$ cat src/rtl/ac_tdm_core.sv
// ac_tdm_core: serial audio link core (I2S, left-justified, TDM) with
// run/drain control, DAC underrun flag and mute, in the audio clock domain.
// Ports:
//   clk, reset            audio master clock, synchronous active-high reset
//   enable, mute          run request; mute sampled at each frame start
//   clrFlags              clears the sticky underrun flag
//   audBclk/audLrck       bit clock and frame/word select to the codec
//   audAdcData/audDacData serial ADC input, serial DAC output
//   adcData/adcValid      received frame (ch k at [k*DATA_WDT +: DATA_WDT])
//   dacData/dacValid      frame to transmit, same packing
//   dacRdy                one-cycle pulse when dacData is taken
//   underrun, busy        sticky missing-DAC-frame flag, state != IDLE
module ac_tdm_core #(
    parameter int    CH_NUM   = 2,
    parameter int    DATA_WDT = 24,
    parameter int    SLOT_WDT = 32,
    parameter int    BCLK_DIV = 4,
    parameter string MODE     = "I2S"
) (
    input  logic                         clk,
    input  logic                         reset,
    input  logic                         enable,
    input  logic                         mute,
    input  logic                         clrFlags,
    output logic                         audBclk,
    output logic                         audLrck,
    input  logic                         audAdcData,
    output logic                         audDacData,
    output logic [CH_NUM*DATA_WDT-1:0]   adcData,
    output logic                         adcValid,
    input  logic [CH_NUM*DATA_WDT-1:0]   dacData,
    input  logic                         dacValid,
    output logic                         dacRdy,
    output logic                         underrun,
    output logic                         busy
);

    localparam int  FB     = CH_NUM * SLOT_WDT;
    localparam int  TW     = CH_NUM * DATA_WDT;
    localparam int  HALF   = BCLK_DIV / 2;
    localparam int  CW     = $clog2(FB);
    localparam int  DCW    = $clog2(BCLK_DIV);
    localparam int  IW     = $clog2(TW);
    localparam bit  IS_I2S = (MODE == "I2S");
    localparam bit  IS_TDM = (MODE == "TDM");
    // I2S places each MSB one bclk after the word-select edge.
    localparam int  OFFS   = IS_I2S ? 1 : 0;

    typedef enum logic [1:0] {IDLE, RUN, DRAIN} state_t;

    state_t           state_q, state_d;
    logic [DCW-1:0]   div_q, div_d;
    logic [CW-1:0]    bit_q, bit_d;
    logic [TW-1:0]    tx_q, tx_ld, tx_src;
    logic [TW-1:0]    rx_q, rx_n;
    logic [TW-1:0]    adc_q;
    logic             bclk_q, lrck_q, dac_q, adcv_q, rdy_q, unr_q, busy_q;
    logic             frame_end, run_d, fall_d, start_d, rise_q, last_q;
    logic             lrck_n, tx_bit;
    logic [IW:0]      tmap, rmap;

    // Map a frame bit position to {is_data, flat sample bit index}.
    function automatic logic [IW:0] map_bit(input logic [CW-1:0] bc);
        int p;
        int s;
        int j;
        p = (int'(bc) + FB - OFFS) % FB;
        s = p / SLOT_WDT;
        j = p % SLOT_WDT;
        if (j < DATA_WDT)
            map_bit = {1'b1, IW'(s * DATA_WDT + DATA_WDT - 1 - j)};
        else
            map_bit = '0;
    endfunction

    assign frame_end = (div_q == DCW'(BCLK_DIV - 1)) && (bit_q == CW'(FB - 1));

    always_comb begin
        state_d = state_q;
        div_d   = div_q;
        bit_d   = bit_q;
        case (state_q)
            IDLE: begin
                div_d = '0;
                bit_d = '0;
                if (enable) state_d = RUN;
            end
            default: begin
                if (!enable && frame_end) begin
                    state_d = IDLE;
                    div_d   = '0;
                    bit_d   = '0;
                end else begin
                    state_d = enable ? RUN : DRAIN;
                    if (div_q == DCW'(BCLK_DIV - 1)) begin
                        div_d = '0;
                        bit_d = (bit_q == CW'(FB - 1)) ? '0 : bit_q + 1'b1;
                    end else begin
                        div_d = div_q + 1'b1;
                    end
                end
            end
        endcase
    end

    // Outputs are registered from next-state counters so they line up
    // with the counter phase of the cycle in which they are visible.
    assign run_d   = (state_d != IDLE);
    assign fall_d  = run_d && (div_d == '0);
    assign start_d = fall_d && (bit_d == '0);
    assign rise_q  = (state_q != IDLE) && (div_q == DCW'(HALF));
    assign last_q  = rise_q && (bit_q == CW'(FB - 1));

    assign tx_ld  = (dacValid && !mute) ? dacData : '0;
    assign tx_src = start_d ? tx_ld : tx_q;
    assign tmap   = map_bit(bit_d);
    assign rmap   = map_bit(bit_q);
    assign tx_bit = tmap[IW] ? tx_src[tmap[IW-1:0]] : 1'b0;

    always_comb begin
        rx_n = rx_q;
        if (rise_q && rmap[IW]) rx_n[rmap[IW-1:0]] = audAdcData;
    end

    always_comb begin
        if (IS_TDM)
            lrck_n = (bit_d == '0);
        else if (IS_I2S)
            lrck_n = (bit_d >= CW'(SLOT_WDT));
        else
            lrck_n = (bit_d < CW'(SLOT_WDT));
    end

    always_ff @(posedge clk) begin
        if (reset) begin
            state_q <= IDLE;
            div_q   <= '0;
            bit_q   <= '0;
            tx_q    <= '0;
            rx_q    <= '0;
            adc_q   <= '0;
            bclk_q  <= 1'b0;
            lrck_q  <= 1'b0;
            dac_q   <= 1'b0;
            adcv_q  <= 1'b0;
            rdy_q   <= 1'b0;
            unr_q   <= 1'b0;
            busy_q  <= 1'b0;
        end else begin
            state_q <= state_d;
            div_q   <= div_d;
            bit_q   <= bit_d;
            rx_q    <= rx_n;
            bclk_q  <= run_d && (div_d >= DCW'(HALF));
            rdy_q   <= start_d;
            busy_q  <= run_d;
            adcv_q  <= last_q;
            if (last_q) adc_q <= rx_n;
            if (start_d) tx_q <= tx_ld;
            if (!run_d) begin
                lrck_q <= 1'b0;
                dac_q  <= 1'b0;
            end else if (fall_d) begin
                lrck_q <= lrck_n;
                dac_q  <= tx_bit;
            end
            // A new underrun wins over a coincident clear.
            unr_q <= (start_d && !dacValid) || (unr_q && !clrFlags);
        end
    end

    assign audBclk    = bclk_q;
    assign audLrck    = lrck_q;
    assign audDacData = dac_q;
    assign adcData    = adc_q;
    assign adcValid   = adcv_q;
    assign dacRdy     = rdy_q;
    assign underrun   = unr_q;
    assign busy       = busy_q;

endmodule

$ cat config.mk
export PLATFORM = sky130hd
export DESIGN_NAME = ac_tdm_core
export DESIGN_NICKNAME = d
export VERILOG_FILES = /design/src/rtl/ac_tdm_core.sv
export SDC_FILE = /design/constraint.sdc
export NUM_CORES = 1
export LEC_CHECK = 0
export ABC_AREA = 1
export CAP_MARGIN = 40
export CORE_MARGIN = 4
export CORE_UTILIZATION = 54
export DETAILED_ROUTE_END_ITERATION = 10
export HOLD_SLACK_MARGIN = 0.05
export PLACE_DENSITY = 0.89
export SLEW_MARGIN = 15
export SYNTH_ARGS = -nofsm -noshare
export SYNTH_HDL_FRONTEND = slang
export SYNTH_SLANG_ARGS = --single-unit
$ cat constraint.sdc
create_clock -name clk -period 4 [get_ports clk]
set_input_delay 0.4 -clock clk [delete_from_list [all_inputs] [get_ports clk]]
set_output_delay 0.4 -clock clk [all_outputs]
set_load 0.03 [all_outputs]
# [Yosys cells after proc, flatten, opt, wreduce, memory -nomap -nowiden]
# Cells that the tools add are included.
[totals] regBits=161 out_inout_bits=55 inputBits=55
[op_classes] order_cmp=7 reduce_logical=27 mux=22 add_sub_neg=14 multipliers=2 n_eq_ne=3 n_bitwise=5
[ops] operator="$mux 48" n=3
[ops] operator="$add 32x1->32" n=2
[ops] operator="$mul 32x3->3 const B" n=2
[ops] operator="$bwmux 48" n=1
[ops] operator="$mux 6" n=4
[ops] operator="$sub 8x1->9 const B" n=2
[ops] operator="$add 6x7->8 const B" n=2
[ops] operator="$lt 6x7->1 const B" n=2
[ops] operator="$mux 2" n=7
[ops] operator="$mux 7" n=2
[ops] operator="$add 6x6->6 const B" n=2
[ops] operator="$logic_and 1x1->1" n=12
[ops] operator="$lt 6x6->1 const B" n=2
[ops] operator="$reduce_or 6->1" n=2
[ops] operator="$sub 6x2->6 const B" n=2
[ops] operator="$sub 6x6->6" n=2
[ops] operator="$reduce_or 5->1" n=2
[ops] operator="$add 6x1->6 const B" n=1
[ops] operator="$bmux 1 s6" n=1
[ops] operator="$demux 1 s6" n=1
[ops] operator="$eq 6x6->1 const B" n=1
[ops] operator="$ge 6x1->1 const B" n=1
[ops] operator="$ge 6x6->1 const B" n=1
[ops] operator="$logic_not 6->1" n=1
[ops] operator="other kinds (11)" n=22

# [Logic depth before layout (Yosys ltp)]
# Gate-level depths: netlist of the first run.
[depth] word_depth=19 depth_mapped=23 mapped_depth_nobuf=23

# [Worst setup path after synthesis of the first run]
# Ideal clock, no wire load.
[synth_timing] kind="reg-to-reg" start="register bit_q[0]" end="register adc_q[0] (netlist: adcData[0])" slack_ns=1.176 path_buffers=1 path_stages_with_launch=15 arrival_time_ns=2.694 synth_period_minus_slack_ns=2.824 cell_sequence="dfxtp_1 > inv_1 > buf_2 > ha_1 > inv_1 > nor2_1 > nand2_1 > xor2_1 > ha_1 > inv_1 > ha_1 > o31ai_1 > nand2_1 > mux2i_1 > o21ai_0"
[synth_via] elab_chain_cells=17 word_cells_on_any_way=23 classes_between="add/sub: 6; mul: 1; order compare: 3; eq/ne: 1; mux: 5; bitwise: 2; reduce/logical: 5"
[synth_lines] item="start: declaration" line="53" text="logic [CW-1:0] bit_q, bit_d;"
[synth_lines] item="start signal: assignment" line="152" text="bit_q <= bit_d;"
[synth_lines] item="$add 6x7->8" line="67" text="p = (int'(bc) + FB - OFFS) % FB;"
[synth_lines] item="$sub 8x1->9" line="67"
[synth_lines] item="$reduce_or 6->1 (no source line)"
[synth_lines] item="$and 1x1->1 (no source line) (2 in a row)"
[synth_lines] item="$add 32x1->32 (no source line)"
[synth_lines] item="$mul 32x3->3" line="71" text="map_bit = {1'b1, IW'(s * DATA_WDT + DATA_WDT - 1 - j)};"
[synth_lines] item="$add 6x6->6" line="71"
[synth_lines] item="$sub 6x2->6" line="71"
[synth_lines] item="$sub 6x6->6" line="71"
[synth_lines] item="$mux 7" line="70" text="if (j < DATA_WDT)"
[synth_lines] item="$lt 6x7->1 (not written as such) or $ge 6x1->1 (tied branches)" line="122" text="if (rise_q && rmap[IW]) rx_n[rmap[IW-1:0]] = audAdcData;"
[synth_lines] item="$logic_and 1x1->1 (not written as such)" line="122"
[synth_lines] item="$mux 1 (not written as such)" line="122"
[synth_lines] item="$demux 1 s6" line="122"
[synth_lines] item="$bwmux 48" line="122"
[synth_lines] item="$mux 48" line="122"
[synth_lines] item="end signal: assignment" line="158" text="if (last_q) adc_q <= rx_n;"
[synth_lines] item="end: declaration" line="56" text="logic [TW-1:0] adc_q;"
# Parallel ways exist; a longest one is shown, timed or not.
# A chain may end at the register's enable or synchronous reset.

# [Worst setup path in the final report of the first run]
[layout_timing] start="register bit_q[0]" end="register dac_q (netlist: audDacData)"
[layout_via] elab_chain_cells=19 word_cells_on_any_way=36 classes_between="add/sub: 7; mul: 1; order compare: 1; eq/ne: 1; mux: 13; bitwise: 3; reduce/logical: 10"
[layout_lines] item="$add 6x1->6 or $eq 6x6->1 (tied branches)" line="97, 76"
[layout_lines] item="$mux 6 or $logic_and 1x1->1 (tied branches)" line="97, 76"
[layout_lines] item="$mux 6 or $logic_and 1x1->1 (tied branches)" line="95, 89"
[layout_lines] item="$mux 6" line="89" text="if (!enable && frame_end) begin"
[layout_lines] item="$mux 6" line="82" text="case (state_q)"
[layout_lines] item="$add 6x7->8" line="67"
[layout_lines] item="$sub 8x1->9" line="67"
[layout_lines] item="$reduce_or 6->1 (no source line)"
[layout_lines] item="(+3 left out)"
[layout_lines] item="$mul 32x3->3" line="71"
[layout_lines] item="$add 6x6->6" line="71"
[layout_lines] item="$sub 6x2->6" line="71"
[layout_lines] item="$sub 6x6->6" line="71"
[layout_lines] item="$mux 7" line="70"
[layout_lines] item="$bmux 1 s6" line="118" text="assign tx_bit = tmap[IW] ? tx_src[tmap[IW-1:0]] : 1'b0;"
[layout_lines] item="$mux 1 (not written as such)" line="118"
[layout_lines] item="$mux 1" line="118"
[layout_lines] item="end signal: assignment" line="165" text="dac_q <= tx_bit;"
[layout_lines] item="end: declaration" line="57" text="logic bclk_q, lrck_q, dac_q, adcv_q, rdy_q, unr_q, busy_q;"
# Parallel ways exist; a longest one is shown, timed or not. The select of a mux whose other input is x is not followed.

==> results of run 1 <==
-- cell families (layout without fill, tap and decap cells) --
| group | Yosys count | after routing | share of synthesized area, % |
|---|---|---|---|
| compound gates | 119 | 119 | 8.72 |
| xor+xnor | 6 | 6 | 0.711 |
| fa+ha+maj | 12 | 12 | 2.03 |
| buf+inv | 130 | 228 | 7.75 |
| flops | 161 | 161 | 43.6 |
| mux | 48 | 48 | 6.50 |
| simple gates | 500 | 500 | 30.7 |
-- power groups by stage --
stage	sequential [W]	combinational (W)	clock, W
after floorplan	0.00167	0.000154	0
after global placement	0.00166	0.000230	0
after detailed placement	0.00166	0.000232	0
after CTS	0.00163	0.000234	0.00162
after global routing	0.00163	0.000258	0.00169
final	0.00163	0.000234	0.00160
-- critical path: cells and delay by family, from the launching register on --
family / cells / cell delay (ns)
AND/OR/NAND/NOR: 11 / 0.97
flip-flops: 1 / 0.39
buffers and inverters: 3 / 0.61
AO/OA/AOI/OAI: 4 / 0.78
adder cells (fa/ha/maj): 2 / 0.63
-- path summary, 6_finish.rpt --
| path | endpoint | slack (ns) | cells after the start | from |
|---|---|---|---|---|
| setup / recovery | audDacData$_SDFFE_PP0P_ | 0.54 | 20 | bit_q[0]$_SDFF_PP0_ |
| hold reg to reg | tx_q[46]$_SDFF_PP0_ | 0.47 | 2 | tx_q[46]$_SDFF_PP0_ |
| hold / removal | rx_q[41]$_SDFF_PP0_ | 0.42 | 2 | reset |
| setup reg to reg | audDacData$_SDFFE_PP0P_ | 0.54 | 20 | bit_q[0]$_SDFF_PP0_ |
-- state kept, by name, summed over array words and instances (netlist names), 2 cells and up --
signal / flops
rx_q: 48
div_q: 2
tx_q: 48
bit_q: 6
state_q: 2
adcData: 48
-- cells in the final DEF, fill, tap and decap left out, types with 5 or more instances in the layout --
| cell type | n |
|---|---|
| a21oi_1 | 28 |
| buf_4 | 12 |
| clkbuf_16 | 17 |
| clkdlybuf4s50_1 | 108 |
| dfxtp_1 | 161 |
| ha_1 | 12 |
| inv_1 | 70 |
| inv_6 | 6 |
| mux2i_1 | 48 |
| nand2_1 | 234 |
| nand2_2 | 8 |
| nand3_1 | 99 |
| nand3b_1 | 14 |
| nor2_1 | 115 |
| nor3_2 | 5 |
| o21ai_0 | 35 |
| o21ai_1 | 46 |
| xor2_1 | 5 |
-- area by class of cell --
type                    instances  area [sq um]  area share, %
clock buffers                  19           443           4.88
clock inverters                13           144           1.58
inverters                      76           285           3.14
multi-input cells             685          3600           39.6
flip-flops and latches        161          3220           35.5
well taps                     176           220           2.42
repair buffers                120          1170           12.9
-- per-layer routing --
| metal | vias up | share of wire [%] | track usage (%) |
|---|---|---|---|
| li1 | 3321 | - | - |
| met1 | 3068 | 43 | 29.8 |
| met2 | 263 | 48 | 39.0 |
| met3 | 32 | 6.3 | 5.37 |
| met4 | 0 | 2.0 | 8.86 |
| met5 | - | 0 | 0 |
-- metrics by stage --
stage / power, W / cells / instance area, sq um / setup slack (ns) / hold WS, ns
3_5_place_dp: 0.00190 / 1218 / 8500 / 0.660 / 0.461
2_1_floorplan: 0.00182 / 976 / 7390 / 1.18 / 0.446
4_1_cts: 0.00348 / 1250 / 9080 / 0.603 / 0.410
6_report: 0.00346 / 1250 / 9080 / 0.539 / 0.420
3_3_place_gp: 0.00189 / 1218 / 8500 / 0.761 / 0.457
5_1_grt: 0.00358 / 1250 / 9080 / 0.207 / 0.434
==> impl_results.md, run 1 <==
* Status: completed
* Synth-to-Final Area Change at 22.9%
* Clock period minus worst slack at 3.46 ns
* Final design utilization at 68.1%
* Most used DFF post-synth: dfxtp_1
* Synth area leader: dfxtp_1
* Leak at 3.79 nW
* Synth async-reset ratio at 0%
* Power per standard cell area at 381 nW/um^2
* Fmax at 289 MHz
* # port buffers at 109
* Share of the yosys chip area belonging to registers at 43.6%
* Final worst-path cycle share at 86.5%
* Clock Sinks at 161
* Io pins at 110
* Count leader, synth: nand2_1
* Vias at 6684
* MaxCap Viol Count at 0
* HPWL Detailed at 12100 um
* GPL Wtd Cong at 0.856
* Drt drc at 0
* WP data required at 4.36 ns
* Yosys Warn Count at 0
* Core area at 13300 sq um
* Relative slew margins at 52.6%
* # setup viols final at 0
* CTS tree: built
* CTS Buffer Depth at 2
* Critical setup path kind: reg2reg
* CTS clk-pin slew, worst paths at 0.07 ns
* Syn nets at 1043
* Total grt overflow at 0
* Die X-Extent at 125 um
* Post-Route WL at 18500 um
* Total Routing Usage GR at 23.4%
* Clock latency on the worst-skew pair at 0.43 ns
* Vias per cell at 5.35
* Largest net degree at the start of global routing at 82
* Setup TNS at 0 ns
* Worst setup SP type: flip-flop
* Sw power at 0.000853 W
* Total iterations of the first detailed-routing run at 5
* Setup Buffers After CTS at 0
* Share of layout cells above drive strength 1 at 7.82%
* Syn Std Cell Area at 7390 sq um
* Antenna cell count at 0
* Final hold violations at 0
* Die H at 125 um
* Gate Count Post-Synth at 976
* Synth top area cells: dfxtp_1 44%, nand2_1 12%, nand3_1 6.7%
* Cell chain of the critical path: inv_1 -> ha_1 -> nand3_1 -> o21ai_1 -> nand2_1 -> ha_1 -> nand2_1 -> clkinv_1 -> nand3_1 -> nand2_1 -> o21bai_2 -> buf_4 -> nand2_1 -> nand3_1 -> nand3_1 -> nand3_1 -> nand2_1 -> a21oi_1 -> nand3_1 -> a21oi_1
* Post-synth EDFFs at 0
* Unrepaired setup endpoints after global routing: no
* CTS Buf Count at 17
* CP peak stage delay at 0.45 ns
* Filler cells at 1086
* Synth unique cells at 39
* Crit-path max FO at 12
* H-tree Lvls at 4
* Number of global-route vias before repair at 6414
* Antenna-violating nets left at 0
* Synthesis-stage register bit count at 161
* Post-synth top area share at 43.6%
* Most common cell on crit path: nand3_1
* Hold_buf cts at 0
* First-pass GRT wire length at 30700 um
* DRT iter0 DRCs at 580
* VDD IR-drop max at 383 uV
* Switching Fraction at 24.6%
* Sequential share of power at 47.0%
* Tightest Pin Transition at 0.710 ns
* Endpoint type of the worst setup path: flip-flop
* Initial antenna violation count at 0
* Internal at 0.00261 W
* CTS Root Cell: clkbuf_16
* Resized Gates After CTS at 0
* Die ar. at 15600 sq um
* DR WL/cell at 14.8 um
* Clk pwr share at 46.2%
* Comb power frac at 6.8%
* Clock Skews at 0.00964 ns
* CP arrival at 3.82 ns
* Worst min path class: in2reg
* Commonest cells post-synth: 234 x nand2_1, 161 x dfxtp_1, 116 x nor2_1
* Critical-path top delay cell: o21bai_2
* Std-Cell Rows at 42
* Final Max Tran Viols at 0
* Initial Utilization at 55.4%
* Fin nets at 1128
* Syn_area_per_cell at 7.57 sq um
Power figures use the tool's default switching activity.
==> inputs of run 2 (changes only) <==
--- a/config.mk
+++ b/config.mk
@@ -12,6 +12,7 @@
 export DETAILED_ROUTE_END_ITERATION = 10
 export HOLD_SLACK_MARGIN = 0.05
 export PLACE_DENSITY = 0.89
+export SETUP_SLACK_MARGIN = 0.5
 export SLEW_MARGIN = 15
 export SYNTH_ARGS = -nofsm -noshare
 export SYNTH_HDL_FRONTEND = slang
==> constraint.sdc (replaced) <==
create_clock -name clk -period 3.84 [get_ports clk]
set_input_delay 0.384 -clock clk [delete_from_list [all_inputs] [get_ports clk]]
set_output_delay 0.384 -clock clk [all_outputs]
set_load 0.03 [all_outputs]
==> run 2 against run 1 <==
Critical endpoint unchanged. Sequential share of layout area decreased by 1.0 points. Clock power up 15%. Core utilization increased by 2.1 points. Sequential power grew 4%. Via count is 3.8% higher.
==> impl_results.md, run 2 (synthesis gave the netlist of run 1 again) <==
* GRT met3 Usage at 4.86%
* Setup WS post-layout at 0.711 ns
* Vias at 6940
* Worst setup SP type: flip-flop
* Worst min path class: in2reg
* CTS Buf Count at 17
* Initial antenna violation count at 0
* Total grt overflow at 0
* First-pass GRT wire length at 31400 um
* Met1 global-route usage at 30.2%
* HPWL Detailed at 12100 um
* Initial Utilization at 55.4%
* Leak at 3.92 nW
* CTS Root Cell: clkbuf_16
* Unrepaired setup endpoints after global routing: yes
* MaxCap Viol Count at 0
* Most crowded layer after global routing: met2
* Post-Place Setup Slack at 0.529 ns
* Post-Route WL at 19500 um
* Relative slew margins at 46.9%
* Final Max Tran Viols at 0
* Die ar. at 15600 sq um
* Clock Skews at 0.00965 ns
* Fmax at 320 MHz
* Antenna cell count at 0
* Tightest Pin Transition at 0.794 ns
* Cell chain of the critical path: ha_1 -> a21oi_1 -> nand2_4 -> ha_1 -> nand2_1 -> clkinv_1 -> nand3_1 -> nand2_4 -> ha_1 -> inv_1 -> ha_1 -> xnor2_2 -> inv_1 -> a21oi_1 -> nand3_1 -> a21oi_1
* Clock latency on the worst-skew pair at 0.43 ns
* Share of layout cells above drive strength 1 at 9.69%
* Placed Cells at 1219
* Antenna-violating nets left at 0
* Filler cells at 1000
* Std-Cell Rows at 42
* Endpoint type of the worst setup path: flip-flop
* Commonest non-fill, non-tap cells in the layout: 231 x nand2_1, 160 x dfxtp_1, 112 x nor2_1
* Total Routing Usage GR at 24.1%
* Fin nets at 1139
* Clock period minus worst slack at 3.13 ns
* # setup viols final at 0
* CTS clk-pin slew, worst paths at 0.07 ns
* Critical setup path kind: reg2reg
* Die X-Extent at 125 um
* CTS Buffer Depth at 2
* # port buffers at 109
* Met2 Usage GRT at 40.7%
* Register-to-register setup slack at 0.71 ns
* Vias per cell at 5.51
* Power per standard cell area at 406 nW/um^2
* Most common cell after layout, fill and taps aside: nand2_1
* Final worst-path cycle share at 81.5%
* Largest net degree at the start of global routing at 88
* CP arrival at 3.49 ns
* Die H at 125 um
* Synth-to-Final Area Change at 26.7%
* Most common cell on crit path: ha_1
* H-tree Lvls at 4
* Setup TNS at 0 ns
* DRT iter0 DRCs at 804
* Final hold violations at 0
* Status: completed
* Core area at 13300 sq um
* CP peak stage delay at 0.39 ns
* DR WL/cell at 15.5 um
* Critical-path top delay cell: a21oi_1
* Number of global-route vias before repair at 6699
* Total iterations of the first detailed-routing run at 7
* Non-filler instance count after layout at 1260
* GPL Wtd Cong at 0.908
* VDD IR-drop max at 347 uV
* Crit-path max FO at 9
* Io pins at 110
* Drt drc at 0
* CTS tree: built
* Clock Sinks at 161
* WP data required at 4.20 ns
==> run 2: timing repair <==
item,in CTS,in global routing
endpoints found under the setup margin,4,62
pin swaps,2,2
endpoints found under the hold margin,0,0
gates resized for setup,2,16
hold buffers,0,0
cloned,2,0
buffers inserted,0,7
==> run 2: layout make-up <==
type / instances / area (sq um) / area share, %
repair buffers: 129 / 1300 / 13.9
flip-flops and latches: 161 / 3220 / 34.4
clock buffers: 19 / 443 / 4.73
well taps: 176 / 220 / 2.35
clock inverters: 12 / 195 / 2.08
inverters: 76 / 289 / 3.09
multi-input cells: 687 / 3690 / 39.4
==> run 2: per-stage QoR <==
step / utilization, % / hold slack, ns / cell area [sq um] / total power (W)
after floorplan: - / 0.446 / 7390 / 0.00190
after global placement: 63.7 / 0.457 / 8500 / 0.00197
after detailed placement: 63.9 / 0.461 / 8530 / 0.00198
after CTS: 68.8 / 0.291 / 9190 / 0.00380
after global routing: 70.2 / 0.315 / 9360 / 0.00390
final: 70.2 / 0.308 / 9360 / 0.00380
==> run 2: power breakdown <==
group          switching [W]  internal (W)
combinational       0.000160      0.000102
clock               0.000719       0.00112
sequential        0.00000591       0.00169
total               0.000885       0.00291
==> run 2: layer usage <==
metal  wire (um)  share of wire [%]  vias up
met5           0                  0        -
met4         520                2.7        0
met3        1350                6.9       49
met2        9470                 48      330
met1        8200                 42     3206
li1            -                  -     3355
==> run 2: final timing paths <==
check | start | endpoint | depth (start not counted)
worst max-delay path | div_q[0]$_SDFF_PP0_ | audDacData$_SDFFE_PP0P_ | 16
worst max register to register | div_q[0]$_SDFF_PP0_ | audDacData$_SDFFE_PP0P_ | 16
worst min-delay path | reset | rx_q[34]$_SDFF_PP0_ | 2
worst min register to register | tx_q[35]$_SDFF_PP0_ | tx_q[35]$_SDFF_PP0_ | 2
==> run 2: critical path, delay by kind of cell, from the launching register on <==
kind / cells / cell delay, ns
adders and majority gates: 4 / 1.06
AOI/OAI and AO/OA: 3 / 0.67
and+or+nand+nor: 5 / 0.59
DFF: 1 / 0.32
buffers and inverters: 3 / 0.22
xor gates and xnor gates: 1 / 0.19
==> inputs of run 3 (changes only) <==
--- a/config.mk
+++ b/config.mk
@@ -8,10 +8,10 @@
 export ABC_AREA = 1
 export CAP_MARGIN = 40
 export CORE_MARGIN = 4
-export CORE_UTILIZATION = 54
+export CORE_UTILIZATION = 49
 export DETAILED_ROUTE_END_ITERATION = 10
 export HOLD_SLACK_MARGIN = 0.05
-export PLACE_DENSITY = 0.89
+export PLACE_DENSITY = 0.85
 export SETUP_SLACK_MARGIN = 0.5
 export SLEW_MARGIN = 15
 export SYNTH_ARGS = -nofsm -noshare
==> constraint.sdc (replaced) <==
create_clock -name clk -period 2.8 [get_ports clk]
set_input_delay 0.28 -clock clk [delete_from_list [all_inputs] [get_ports clk]]
set_output_delay 0.28 -clock clk [all_outputs]
set_load 0.03 [all_outputs]
==> run 3 against run 2 <==
The run now ends with setup timing left. Via count up 20%. First-iteration DRC count up 40%. Hold slack got worse by 0.23 ns. Register-to-register slack worse by 1.5 ns. Critical path type unchanged. Largest power group unchanged. Highest routed layer unchanged.
==> impl_results.md, run 3 (synthesis gave the netlist of run 1 again) <==
* Status: finished, violations left
* Failing checks: setup timing
* Switching Fraction at 26.4%
* CTS tree: built
* DR WL/cell at 23.6 um
* Sequential share of power at 44.4%
* WP data required at 3.12 ns
* Critical setup path kind: reg2reg
* DRT iter0 DRCs at 1127
* Core area at 14600 sq um
* Overall power at 0.00524 W
* Die ar. at 17100 sq um
* H-tree Lvls at 4
* Post-Route WL at 31500 um
* Die H at 131 um
* # setup viols final at 97
* Leak at 4.48 nW
* Sw power at 0.00138 W
* Unrepaired setup endpoints after global routing: yes
* Std-Cell Rows at 44
* Clock latency on the worst-skew pair at 0.45 ns
* Antenna-violating nets left at 0
* Final Max Tran Viols at 0
* Share of layout cells above drive strength 1 at 30.0%
* Relative slew margins at 33.4%
* Min-delay src: reset
* VDD IR-drop max at 467 uV
* Clock period minus worst slack at 3.59 ns
* Fmax at 279 MHz
* Routed wl met3 at 3310 um
* Vias at 8342
* Worst setup SP type: flip-flop
* # port buffers at 109
* Initial antenna violation count at 0
* Comb power frac at 9.1%
* Total Routing Usage GR at 26.3%
* CP peak stage delay at 0.64 ns
* Cell chain of the critical path: inv_2 -> xor2_1 -> ha_2 -> inv_2 -> ha_4 -> xor2_4 -> nand3_4 -> nor3_4 -> buf_12 -> nand4_1 -> mux2i_2 -> nor2_1
* Vias per cell at 6.25
* Met2 wire length at 14800 um
* Worst min path class: in2reg
* Commonest non-fill, non-tap cells in the layout: 177 x nand2_1, 157 x dfxtp_1, 108 x clkdlybuf4s50_1
* Crit-path max FO at 8
* Final hold violations at 0
* Critical-path top delay cell: xor2_1
* Final worst-path cycle share at 128%
* Tightest Pin Transition at 0.999 ns
* CP Launch Point: bit_q[3]$_SDFF_PP0_
* MaxCap Viol Count at 0
* Initial Utilization at 50.5%
* GPL Wtd Cong at 0.859
* Clk pwr share at 46.4%
* Fin Hold WS at 0.0807 ns
* Total grt overflow at 0
* CP arrival at 3.90 ns
* Most common cell after layout, fill and taps aside: nand2_1
* Io pins at 110
* Setup WS post-layout at -0.788 ns
* Fin nets at 1202
* Endpoint type of the worst setup path: flip-flop
* Clock Skews at 0.0194 ns
* HPWL Detailed at 12500 um
* Clock Sinks at 161
* DR top layer: met4
* Wl on met1 at 10600 um
* Final design utilization at 76.9%
* Total iterations of the first detailed-routing run at 6
* First-pass GRT wire length at 35600 um
* Number of global-route vias before repair at 7129
* CTS Buf Count at 17
* Most common cell on crit path: inv_2
* Filler cells at 788
* Largest net degree at the start of global routing at 72
* CTS clk-pin slew, worst paths at 0.07 ns
* Die X-Extent at 131 um
* Power per standard cell area at 465 nW/um^2
* R2r startpoint: bit_q[3]$_SDFF_PP0_
* Internal at 0.00386 W
* Drt drc at 0
* CTS Root Cell: clkbuf_16
* Synth-to-Final Area Change at 52.3%
* CTS Buffer Depth at 2
==> run 3: cell count changes in the layout (fill, tap and decap cells not counted), moves of 21 or more <==
| cell | change |
|---|---|
| nand2_1 | -54 |
| mux2i_1 | -41 |
| buf_4 | +38 |
| o21ai_2 | +21 |
| o21ai_0 | -26 |
| nand2_4 | +32 |
| mux2i_4 | +21 |
==> run 3: through the flow <==
stage / TNS (ns) / cells / worst slack, ns / cell area [sq um]
final: -50.34 / 1334 / -0.788 / 11300
after global routing: -50.66 / 1332 / -0.746 / 11300
after CTS: 0 / 1297 / 0.0321 / 10100
after detailed placement: -0.136 / 1247 / -0.0948 / 8870
after global placement: -0.00611 / 1245 / -0.00611 / 8830
after floorplan: 0 / 976 / 0.161 / 7500
==> run 3: layer usage <==
metal | GRT usage, % | up-vias
met4 | 11.6 | 0
met5 | 0 | -
met3 | 5.81 | 262
met1 | 31.1 | 3874
li1 | - | 3480
met2 | 45.8 | 726
==> run 3: worst paths after layout <==
| kind | cells after the start | endpoint | slack (ns) |
|---|---|---|---|
| setup / recovery | 12 | rx_q[41]$_SDFF_PP0_ | -0.79 |
| hold / removal | 2 | adcValid$_SDFF_PP0_ | 0.08 |
| setup reg to reg | 12 | rx_q[41]$_SDFF_PP0_ | -0.79 |
| hold reg to reg | 2 | tx_q[42]$_SDFF_PP0_ | 0.47 |
==> run 3: power groups by stage <==
stage | Sequential [W] | Clock [W] | Combinational, W
2_1_floorplan | 0.00239 | 0 | 0.000221
3_3_place_gp | 0.00238 | 0 | 0.000357
3_5_place_dp | 0.00238 | 0 | 0.000366
4_1_cts | 0.00232 | 0.00237 | 0.000377
5_1_grt | 0.00233 | 0.00250 | 0.000505
6_report | 0.00233 | 0.00243 | 0.000478
==> run 3: repair_timing <==
item	in CTS	in global routing
hold buffers	0	0
endpoints found under the setup margin	100	145
gates cloned	2	2
resized for setup	121	181
buffers inserted	16	33
endpoints found under the hold margin	0	0
pin swaps	56	68
==> run 3: area by class of cell <==
class,count,area [sq um],share of cell area (%)
antenna,2,5.00,0.0445
clock buffer,18,429,3.81
clock inverter,14,169,1.50
inverter,76,300,2.67
multi-input combinational,685,4870,43.3
sequential,161,3230,28.7
tap,184,230,2.04
timing repair buffer,194,2020,18.0
==> run 3: critical path, delay by kind of cell, from the launching register on <==
family        cells  cell delay, ns
xor+xnor          2            0.84
simple gates      4            0.75
fa+ha+maj         2            0.63
flops             1            0.47
buf+inv           3            0.42
mux               1            0.32
